==> src/rtl/mips_pipe_pkg.sv <==
// rtl/mips_pipe_pkg.sv - pipeline control FSM encodings and parameter defaults
package mips_pipe_pkg;

    typedef enum logic [1:0] {
        ST_RUN      = 2'd0,
        ST_MEM_WAIT = 2'd1,
        ST_ERR      = 2'd2
    } pipe_state_t;

    localparam int WAIT_MAX_DEF = 255;
    localparam int CNT_W_DEF    = 16;

endpackage

==> src/rtl/pipe_sat_cnt.sv <==
// rtl/pipe_sat_cnt.sv - saturating event counter, holds at all-ones
module pipe_sat_cnt #(
    parameter int W = 16
) (
    input  logic         clk,
    input  logic         reset,
    input  logic         inc,
    output logic [W-1:0] count
);

    always_ff @(posedge clk or posedge reset) begin
        if (reset) begin
            count <= '0;
        end else if (inc && (count != '1)) begin
            count <= count + 1'b1;
        end
    end

endmodule

==> src/rtl/pipe_ctrl.sv <==
// rtl/pipe_ctrl.sv - MIPS pipeline stall/flush controller; PIPE_CTRL_STATS_EN adds stall/flush counters
module pipe_ctrl
    import mips_pipe_pkg::*;
#(
    parameter int WAIT_MAX = WAIT_MAX_DEF,
    parameter int CNT_W    = CNT_W_DEF
) (
    input  logic       clk,
    input  logic       reset,
    input  logic [4:0] id_rs,
    input  logic [4:0] id_rt,
    input  logic       ex_memread,
    input  logic [4:0] ex_rt,
    input  logic       mem_branch,
    input  logic       mem_zero,
    input  logic       dmem_req,
    input  logic       dmem_ready,
    output logic       pc_we,
    output logic       ifid_we,
    output logic       idex_we,
    output logic       exmem_we,
    output logic       ifid_flush,
    output logic       idex_flush,
    output logic       exmem_flush,
    output logic       memwb_bubble,
    output logic [1:0] state,
    output logic       err
`ifdef PIPE_CTRL_STATS_EN
    ,
    output logic [CNT_W-1:0] stall_cnt,
    output logic [CNT_W-1:0] flush_cnt
`endif
);

    localparam int WAIT_W = $clog2(WAIT_MAX + 1);

    pipe_state_t       cur_state, nxt_state;
    logic [WAIT_W-1:0] wait_cnt, nxt_wait;
    logic              load_use, taken, mem_stall;

    assign load_use  = ex_memread && (ex_rt != 5'd0) && ((ex_rt == id_rs) || (ex_rt == id_rt));
    assign taken     = mem_branch && mem_zero;
    assign mem_stall = dmem_req && !dmem_ready;

    always_ff @(posedge clk or posedge reset) begin
        if (reset) begin
            cur_state <= ST_RUN;
            wait_cnt  <= '0;
        end else begin
            cur_state <= nxt_state;
            wait_cnt  <= nxt_wait;
        end
    end

    always_comb begin
        nxt_state    = cur_state;
        nxt_wait     = wait_cnt;
        pc_we        = 1'b1;
        ifid_we      = 1'b1;
        idex_we      = 1'b1;
        exmem_we     = 1'b1;
        ifid_flush   = 1'b0;
        idex_flush   = 1'b0;
        exmem_flush  = 1'b0;
        memwb_bubble = 1'b0;
        case (cur_state)
            ST_RUN: begin
                nxt_wait = '0;
                if (mem_stall) begin
                    {pc_we, ifid_we, idex_we, exmem_we} = 4'b0000;
                    memwb_bubble = 1'b1;
                    nxt_state    = ST_MEM_WAIT;
                end else if (taken) begin
                    ifid_flush  = 1'b1;
                    idex_flush  = 1'b1;
                    exmem_flush = 1'b1;
                end else if (load_use) begin
                    pc_we      = 1'b0;
                    ifid_we    = 1'b0;
                    idex_flush = 1'b1;
                end
            end
            ST_MEM_WAIT: begin
                if (dmem_ready) begin
                    nxt_state = ST_RUN;
                    nxt_wait  = '0;
                end else begin
                    {pc_we, ifid_we, idex_we, exmem_we} = 4'b0000;
                    memwb_bubble = 1'b1;
                    nxt_wait     = wait_cnt + 1'b1;
                    // The cycle that brings the count to WAIT_MAX is the last one tolerated
                    if (wait_cnt == WAIT_W'(WAIT_MAX - 1)) begin
                        nxt_state = ST_ERR;
                    end
                end
            end
            ST_ERR: begin
                {pc_we, ifid_we, idex_we, exmem_we} = 4'b0000;
            end
            default: begin
                nxt_state = ST_RUN;
                nxt_wait  = '0;
            end
        endcase
        // Reset forces every control low, not just the registered state
        if (reset) begin
            {pc_we, ifid_we, idex_we, exmem_we} = 4'b0000;
            {ifid_flush, idex_flush, exmem_flush, memwb_bubble} = 4'b0000;
        end
    end

    assign state = cur_state;
    assign err   = (cur_state == ST_ERR);

`ifdef PIPE_CTRL_STATS_EN
    pipe_sat_cnt #(.W(CNT_W)) u_stall_cnt (
        .clk   (clk),
        .reset (reset),
        .inc   (!pc_we && (cur_state != ST_ERR)),
        .count (stall_cnt)
    );

    pipe_sat_cnt #(.W(CNT_W)) u_flush_cnt (
        .clk   (clk),
        .reset (reset),
        .inc   (ifid_flush),
        .count (flush_cnt)
    );
`else
    logic [CNT_W-1:0] stats_unused;
    assign stats_unused = '0;
`endif

endmodule

==> config.mk <==
export PLATFORM = sky130hd
export DESIGN_NAME = pipe_ctrl
export DESIGN_NICKNAME = d
export VERILOG_FILES = /design/src/rtl/mips_pipe_pkg.sv /design/src/rtl/pipe_sat_cnt.sv /design/src/rtl/pipe_ctrl.sv
export SDC_FILE = /design/constraint.sdc
export NUM_CORES = 1
export LEC_CHECK = 0
export ABC_AREA = 1
export BUFFER_PORTS_ARGS = -buffer_cell sky130_fd_sc_hd__buf_4
export CORE_ASPECT_RATIO = 1.25
export CORE_MARGIN = 1
export CORE_UTILIZATION = 51
export CTS_CLUSTER_DIAMETER = 60
export DETAILED_ROUTE_END_ITERATION = 6
export PLACE_DENSITY = 0.94
export SLEW_MARGIN = 5
export SYNTH_ARGS = -nofsm -noshare
export SYNTH_HDL_FRONTEND = slang
export SYNTH_SLANG_ARGS = --single-unit
==> constraint.sdc <==
create_clock -name clk -period 3.4 [get_ports clk]
set_input_delay 0.34 -clock clk [delete_from_list [all_inputs] [get_ports clk]]
set_output_delay 0.34 -clock clk [all_outputs]
set_load 0.05 [all_outputs]
==> summary.txt, run 1 <==
Status
  • Status: finished clean

Route
  • Post-route ant nets: 0
  • Router iterations before antenna repair: 4
  • Routed WL: ~2 mm
  • DRT iter0 DRCs: 22
  • # DRC: 0
  • Routed vias: 930
  • Wire per inst: about 11 um
  • Vias per inst: around 5.1

Setup path
  • CP delay by family, top: simple AND/OR/NAND/NOR gates
  • Flop-to-flop setup slack: between 1.5 and 2 ns
  • Slowest cell on the critical path: dfrtp_1
  • WP buf/inv: 2
  • Crit path launch type: flop
  • Largest stage delay, worst path: roughly 0.43 ns
  • CP Max Fanout: 5
  • CP endpoint kind: primary output
  • Worst EP required: around 3.1 ns
  • CP cell instances: nor2_1 > o21ai_1 > nor2_1 > inv_1 > nor2_4 > nor2_1 > nand2_1 > buf_4
  • Crit Path Category: flop to primary output
  • Crit path DAT: approximately 1.6 ns
  • CP most frequent cell: nor2_1

Timing
  • FMAX: 505 MHz
  • Final setup vio count: 0
  • Max-slew violation count: 0
  • Setup TNS: 0 ns
  • RSZ-0062 raised after global routing: false
  • Layout Skew: just under 0.0005 ns
  • Slew headroom: between 70% and 80%
  • Period minus WS final: just under 2 ns
  • Slew @ Worst Pin: about 0.41 ns
  • Fin crit share: roughly three fifths
  • Fin. Hold Viols: 0

Yosys
  • Post-synth EDFFs: 0
  • Synth Instances: ~130
  • Average size of a mapped cell: 6.30 um^2
  • Unique masters post-synth: 21
  • Ys flop type: dfrtp_1
  • Net Count, Synth: 156
  • Yosys top cell area share: 30.1%
  • Cell area after synthesis: 832 um^2
  • Top cells by area, synth: dfrtp_1 (30%), nand2_1 (18%), inv_1 (12%), nor2_1 (5.4%), a21oi_1 (4.2%)
  • Post-synth top cells: nand2_1 (41), inv_1 (27), nor2_1 (12)
  • Asr flop ratio synth: 100%
  • Count leader, synth: nand2_1
  • Flops & latches, synth: 10
  • Largest area contributor in the netlist: dfrtp_1
  • Yosys warns: 0
  • Register area share after synthesis: roughly 30%

Cells and area
  • Multi-input logic area: between 400 and 500 um^2
  • Area Growth Syn to Fin: 31.4%
  • Ratio of cells with drive above 1 in the final layout: a little over a quarter
  • Fin nets: 190
  • Register area: about 250 um^2
  • Final Non-Filler Cells: approximately 180
  • Design area: 1090 um^2
  • # fillers: approximately 120
  • Diodes inserted: 0
  • Final core area utilization: 75.7%

CTS
  • CTS root buffer: clkbuf_4
  • Longest Clk Path Bufs: 2
  • Postcts setup bufs: 0
  • CTS sink cnt: 10
  • Clock slew at reported path FFs: about 0.06 ns
  • TritonCTS Buffers: 3
  • H-tree depth: 1
  • Clk_lat worst skew: 0.26 ns
  • CTS tree: done
  • CTS Hold Buffers Added: 0
  • PostCTS Resize Cnt: 0

Floorplan
  • Row count: 15
  • Starting Density: between 50% and 60%
  • Die width: approximately 38 um
  • Core ar.: between 1000 and 1500 um^2
  • IO Count: 33
  • Die Ht: between 40 and 50 um
  • DIE AREA: between 1500 and 2000 um^2

Global routing
  • Vias in the first global route: 834
  • First-pass GRT wire length: ~3.1 mm
  • Largest net degree at the start of global routing: 12
  • Gr ovfl total: 0
  • Total GRT Usage: between 20 and 30%
  • Initial antenna violation count: 0

Hold path
  • Hold Crit Class: input port to asynchronous set/reset pin

Placement
  • Placed Area: 1070 um^2
  • Detailed Place HPWL: 1.69 mm
  • GPL Wtd Cong: 0.749
  • IO buf count: 32
  • DP Cell Count: 178

Power
  • Leakage: about 0.0006 uW
  • Maximum vdd drop: between 0.0003 and 0.0004 V
  • Power per cell area: roughly 500 nW/um^2

Job
  • Maximum Capacitance Violations: 0
## layout by cell type (no fill, tap or decap), types with 7 or more instances in the layout
master    n
a21oi_1   7
o21ai_0   7
nor2_1   12
buf_4    32
inv_1    27
nand2_1  41
dfrtp_1  10
## kinds of logic after synthesis
kind of cell,Yosys count,synth area share [%]
AO/OA/AOI/OAI,20,13.5
adder cells (fa/ha/maj),2,3.01
AND/OR/NAND/NOR,66,34.9
flip-flops,10,30.1
XOR/XNOR,3,3.16
buffers and inverters,31,15.3
## metrics by stage
step / hold slack (ns) / total power (uW) / setup slack (ns)
detailed placement: 0.370 / 467 / 1.68
floorplan: 0.188 / 378 / 0.726
finish: 0.0789 / 544 / 1.42
CTS: 0.0878 / 546 / 1.44
global route: 0.104 / 572 / 1.23
global placement: 0.358 / 459 / 1.73
## final cells by class
| cell class | instances | share of cell area [%] |
|---|---|---|
| clock buffers | 3 | 2.06 |
| well taps | 17 | 1.95 |
| multi-input cells | 91 | 41.5 |
| flip-flops and latches | 10 | 22.9 |
| inverters | 28 | 9.61 |
| repair buffers | 32 | 22.0 |
## registers in the layout (all words and copies together) (netlist names)
name      flops
wait_cnt      8
state         2
## report_power, final
group | internal (uW) | leakage, uW | switching (uW)
combinational | 94.8 | 0.000456 | 221
sequential | 132 | 0.000138 | 17.3
clock | 40.8 | 0.0000138 | 38.2
total | 267 | 0.000608 | 277
## metal layers
| metal | vias up | wire (um) | track usage (%) |
|---|---|---|---|
| li1 | 475 | - | - |
| met3 | 7 | 66 | 7.11 |
| met1 | 424 | 732 | 23.0 |
| met5 | - | 0 | 0 |
| met4 | 0 | 55 | 10.7 |
| met2 | 24 | 1130 | 50.2 |
## final timing paths
kind | start | to | depth (start not counted)
worst max-delay path | state[0] | ifid_we | 8
worst min-delay path | reset | state[0] | 2
worst max register to register | wait_cnt[0] | wait_cnt[6] | 6
worst min register to register | wait_cnt[5] | wait_cnt[5] | 2
max in group asynchronous | reset | wait_cnt[6] | 2
min in group clk | dmem_ready | state[0] | 4
Power figures use the tool's default switching activity.
==> run 2: changes to the inputs <==
CORE_UTILIZATION = 47   (was 51)
PLACE_DENSITY = 0.89   (was 0.94)
clock period = 1.9 ns   (was 3.4 ns; I/O delays follow)
==> run 2 against run 1 <==
- wire length fell by 4.4%
- sequential share of layout area fell by 1.1 points
- flip-flop and latch count did not move
- total power rose by 96%
- final area rose by 5.9%
- register-to-register slack got worse by 1.4 ns
- hold slack improved by 0.14 ns
- cell count rose by 2.8%
- worst setup slack got worse by 1.3 ns
- non-clock buffer count rose by 3
- combinational power rose by 92%
==> summary.txt, run 2 (synthesis results as in run 1) <==
Timing
  • FMAX: between 500 and 600 MHz
  • Max-slew violation count: 0
  • Layout Skew: 0.00676 ns
  • Fin crit share: 95.7%
  • RSZ-0062 raised after global routing: true
  • Slew @ Worst Pin: 0.318 ns
  • Period minus WS final: between 1.5 and 2 ns
  • Fin. Hold Viols: 0
  • Final setup margin: a little over 0.08 ns
  • Final setup vio count: 0
  • Slew headroom: approximately four fifths
  • Setup TNS: 0 ns

Placement
  • GPL Wtd Cong: 0.792
  • Placed Area: 1100 um^2
  • DP Worst Slack: between 0.3 and 0.4 ns
  • Detailed Place HPWL: around 1.5 mm
  • IO buf count: 32
  • DP Cell Count: 180

Power
  • Power per cell area: around 900 nW/um^2
  • Maximum vdd drop: about 0.00045 V
  • Leakage: 0.000630 uW

CTS
  • H-tree depth: 1
  • CTS root buffer: clkbuf_4
  • TritonCTS Buffers: 3
  • CTS tree: done
  • Clock slew at reported path FFs: 0.07 ns
  • CTS sink cnt: 10
  • Clk_lat worst skew: 0.27 ns
  • Longest Clk Path Bufs: 2

Cells and area
  • Area Growth Syn to Fin: 39.2%
  • Most frequent cells in the layout: nand2_1 (40), buf_4 (34), inv_1 (26)
  • Final Non-Filler Cells: about 190
  • Largest register by flop count: wait_cnt
  • Diodes inserted: 0
  • Design area: approximately 1200 um^2
  • Final core area utilization: 72.3%
  • Fin nets: approximately 190
  • Commonest non-fill, non-tap cell in the layout: nand2_1
  • Ratio of cells with drive above 1 in the final layout: approximately 34%
  • Max reg flops: 8

Setup path
  • CP endpoint kind: primary output
  • Slowest cell on the critical path: dfrtp_2
  • CP most frequent cell: nor2_2
  • R2R Path End: wait_cnt[6]
  • Crit Path Category: flop to primary output
  • WP buf/inv: 2
  • Worst EP required: 1.71 ns
  • CP delay by family, top: simple AND/OR/NAND/NOR gates
  • Largest stage delay, worst path: 0.43 ns
  • Critical Path Source: state[1]
  • Crit path DAT: approximately 1.6 ns
  • CP cell instances: nor2_2 > o21ai_1 > nor2_2 > inv_2 > nor2_4 > nor2_2 > nand2_4 > buf_4
  • Capture point of the critical path: ifid_we
  • Launching point of the worst reg2reg path: wait_cnt[0]
  • CP Max Fanout: 4
  • Flop-to-flop setup slack: between 0.5 and 0.6 ns
  • Crit path launch type: flop
  • Levels on crit path: 8
  • Worst r2r path cells: 6

Route
  • # DRC: 0
  • DRT iter0 DRCs: 15
  • Wire per inst: 10.2 um
  • Router iterations before antenna repair: 4
  • Routed vias: 931
  • Post-route ant nets: 0
  • Routed WL: ~1.9 mm
  • Vias per inst: 5.01

Hold path
  • Hold Crit Class: input port to flop

Status
  • Status: finished clean

Global routing
  • Gr ovfl total: 0
  • Total GRT Usage: between 20% and 30%
  • Largest net degree at the start of global routing: 11
  • Initial antenna violation count: 0
  • Vias in the first global route: roughly 840
  • First-pass GRT wire length: about 3.0 mm

Floorplan
  • DIE AREA: roughly 1900 um^2
  • Core ar.: about 1600 um^2
  • IO Count: 33
  • Die width: about 40 um
  • Die Ht: between 40 and 50 um
  • Starting Density: between 50% and 60%
  • Row count: 16

Job
  • Maximum Capacitance Violations: 0
[run 2: changes by cell type in the layout (fill, tap and decap cells not counted), moves of 2 or more]
cell / before / now
dfrtp_2: 0 / 2
nor2_1: 12 / 9
nor2_2: 3 / 6
dfrtp_1: 10 / 8
buf_4: 32 / 34
[run 2: report_power, final]
group,internal (uW),switching [uW]
combinational,191,416
clock,116,72.1
sequential,239,32.8
[run 2: worst min-delay path, delay by kind of cell]
kind,cells,cell delay [ns]
simple gates,3,0.16
buf+inv,1,0.09
[run 2: worst min path at each step]
stage | start | to | slack, ns | cells after the start
2_1_floorplan | reset | wait_cnt[0] | 0.04 | 1
3_3_place_gp | reset | wait_cnt[0] | 0.22 | 3
3_5_place_dp | reset | wait_cnt[0] | 0.22 | 3
4_1_cts | dmem_ready | state[0] | 0.21 | 4
5_1_grt | dmem_ready | state[0] | 0.23 | 4
6_report | dmem_ready | state[0] | 0.21 | 4
[run 2: metrics by stage]
| stage | power (uW) | hold slack [ns] |
|---|---|---|
| final | 1070 | 0.215 |
| after global routing | 1130 | 0.226 |
| after CTS | 1060 | 0.207 |
| after detailed placement | 863 | 0.224 |
| after global placement | 848 | 0.222 |
| after floorplan | 717 | 0.0381 |
[run 2: layer usage]
metal	part of all wire, %	up-vias	GRT usage [%]
met5	0	-	0
met4	1.7	0	10.3
met3	3.7	6	4.11
met2	57	34	40.2
met1	37	415	20.6
li1	-	476	-
[run 2: layout make-up]
type | count | area, um^2
clock buffers | 4 | 36.3
fillers | 125 | 443
inverters | 28 | 105
multi-input cells | 91 | 477
flip-flops and latches | 10 | 253
well taps | 18 | 22.5
repair buffers | 35 | 265
[run 2: what timing repair did]
action	4_1_cts	5_1_grt
setup endpoints to repair	0	4
gates resized for setup	0	2
endpoints found under the hold margin	10	0
hold buffers	1	0
buffers inserted	0	1
==> run 3: changes to the inputs <==
ABC_AREA = default   (was 1)
ABC_CLOCK_PERIOD_IN_PS = 1900   (was default)
CORE_UTILIZATION = 45   (was 47)
CTS_CLUSTER_SIZE = 10   (was default)
PLACE_DENSITY = 0.88   (was 0.89)
==> run 3 against run 2 <==
- hold slack improved by 0.043 ns
- wire length up 1.3%
- total power fell by 48%
- final area down 9.6%
- die area decreased by 7.2%
- via count is 17% lower
- first-iteration DRC count shrank 20%
- combinational power decreased by 71%
- critical path depth fell by 4
- fmax increased by 0.74%
- largest cell class unchanged
==> summary.txt, run 3 <==
Floorplan
  • Row count: 16
  • Die width: approximately 38 um
  • Die Ht: 47.2 um
  • Starting Density: ~48%
  • IO Count: 33
  • Core ar.: between 1500 and 2000 um^2
  • DIE AREA: 1800 um^2

Global routing
  • First-pass GRT wire length: ~2.7 mm
  • Initial antenna violation count: 0
  • Largest net degree at the start of global routing: 12
  • Total GRT Usage: 22.0%
  • Vias in the first global route: between 600 and 700
  • Gr ovfl total: 0

CTS
  • CTS tree: done
  • CTS sink cnt: 10
  • CTS root buffer: clkbuf_4
  • TritonCTS Buffers: 3
  • Clk_lat worst skew: 0.26 ns
  • Clock slew at reported path FFs: 0.06 ns
  • H-tree depth: 1
  • Longest Clk Path Bufs: 2

Route
  • Routed WL: approximately 1.9 mm
  • Wire per inst: around 14 um
  • Post-route ant nets: 0
  • Router iterations before antenna repair: 4
  • Vias per inst: ~5.6
  • DRT iter0 DRCs: 12
  • Routed vias: 770
  • # DRC: 0

Yosys
  • Ys flop type: dfrtp_1
  • Yosys warns: 0
  • Count leader, synth: o21ai_0
  • Register area share after synthesis: 34.0%
  • Yosys top cell area share: 34.0%
  • Cell area after synthesis: 737 um^2
  • Post-synth EDFFs: 0
  • Top cells by area, synth: dfrtp_1 (34%), xor2_1 (12%), o21ai_0 (8.1%), nand2_1 (4.1%), a41oi_1 (3.6%)
  • Unique masters post-synth: 29
  • Post-synth top cells: o21ai_0 (12), dfrtp_1 (10), xor2_1 (10)
  • Largest area contributor in the netlist: dfrtp_1
  • Asr flop ratio synth: 100%
  • Net Count, Synth: 110
  • Synth Instances: 86
  • Flops & latches, synth: 10
  • Average size of a mapped cell: roughly 8.6 um^2

Setup path
  • CP cell instances: a2111oi_4 > and3_2 > o21bai_2 > buf_4
  • Crit Path Category: flop to primary output
  • CP Max Fanout: 8
  • Worst EP required: roughly 1.7 ns
  • Crit path launch type: flop
  • Crit path DAT: ~1.6 ns
  • CP endpoint kind: primary output
  • Largest stage delay, worst path: roughly 0.45 ns
  • Slowest cell on the critical path: dfrtp_2

Timing
  • Fin crit share: 95.0%
  • Max-slew violation count: 0
  • FMAX: 554 MHz
  • Period minus WS final: roughly 1.8 ns
  • Final setup vio count: 0
  • Fin. Hold Viols: 0
  • Slew headroom: 76.9%
  • Slew @ Worst Pin: 0.347 ns
  • Layout Skew: between 0.0009 and 0.001 ns

Cells and area
  • Design area: 1050 um^2
  • Diodes inserted: 0
  • Ratio of cells with drive above 1 in the final layout: between 30% and 40%
  • Most frequent cells in the layout: buf_4 (33), o21ai_0 (12), xor2_1 (10)
  • Max reg flops: 8
  • Commonest non-fill, non-tap cell in the layout: buf_4
  • Fin nets: around 140
  • Largest register by flop count: wait_cnt
  • Area Growth Syn to Fin: 42.1%

Power
  • Power per cell area: between 500 and 600 nW/um^2
  • Maximum vdd drop: between 0.0003 and 0.0004 V
  • Total power: 553 uW
  • Leakage: about 0.00051 uW

Placement
  • IO buf count: 32
  • GPL Wtd Cong: between 0.8 and 0.9
  • Placed Area: ~1000 um^2
  • Detailed Place HPWL: ~1.5 mm

Job
  • Maximum Capacitance Violations: 0

Status
  • Status: finished clean

Hold path
  • Hold Crit Class: input port to flop
run 3: cell types whose count changed in the layout (fill, tap and decap cells not counted), sizes merged, moves of 3 or more:
cell / delta
a21oi: -7
a41oi: +3
inv: -24
nand2: -34
nor2: -13
o21ai: +3
xnor2: -3
xor2: +10
run 3: timing repair:
| action | in CTS | in global routing |
|---|---|---|
| hold buffers | 1 | 0 |
| endpoints found under the hold margin | 10 | 0 |
| resized for setup | 0 | 1 |
| endpoints found under the setup margin | 0 | 3 |
| buffers inserted | 0 | 0 |
run 3: logic make-up after synthesis:
family	after synthesis	share of synthesized area [%]
buffers and inverters	9	7.13
and+or+nand+nor	30	21.7
adders and majority gates	2	3.40
xor gates and xnor gates	10	11.9
DFF	10	34.0
AOI/OAI and AO/OA	25	21.9
run 3: per-stage QoR:
step / hold WS [ns] / cells / setup slack (ns) / util (%) / setup TNS (ns)
3_5_place_dp: 0.226 / 132 / 0.234 / 64.8 / 0
3_3_place_gp: 0.223 / 132 / 0.257 / 64.8 / 0
4_1_cts: 0.255 / 137 / 0.0155 / 67.1 / 0
2_1_floorplan: 0.0383 / 86 / 0.0373 / - / 0
5_1_grt: 0.286 / 137 / -0.0107 / 67.9 / -0.0107
6_report: 0.257 / 137 / 0.0954 / 67.9 / 0
run 3: metal layers:
metal / global-route usage [%] / routed length, um
met2: 41.0 / 986
met3: 7.11 / 203
met4: 12.9 / 28
met5: 0 / 0
met1: 20.6 / 704
run 3: cell type report:
class	instances	area, um^2
clock buffer	4	26.3
sequential	10	253
fill	122	494
inverter	4	15.0
timing repair buffer	34	258
tap	18	22.5
multi-input combinational	67	473
run 3: final timing paths:
kind / startpoint / end / slack (ns) / depth (start not counted)
max: state[0] / idex_flush / 0.1 / 4
min: dmem_ready / state[0] / 0.26 / 4
max reg2reg: state[1] / wait_cnt[7] / 0.41 / 3
min reg2reg: wait_cnt[3] / wait_cnt[3] / 0.49 / 1
max in group asynchronous: reset / state[0] / 1.23 / 4
min in group asynchronous: reset / wait_cnt[0] / 0.51 / 4
run 3: where the power goes:
group	total, uW	switching (uW)	internal, uW
Combinational	177	99.8	77.4
Clock	152	70.8	81.2
Sequential	224	7.35	216
run 3: critical path: cells and delay by family (launching register included):
family,cells,cell delay (ns)
compound gates,2,0.45
buf+inv,1,0.20
flops,1,0.45
simple gates,1,0.25
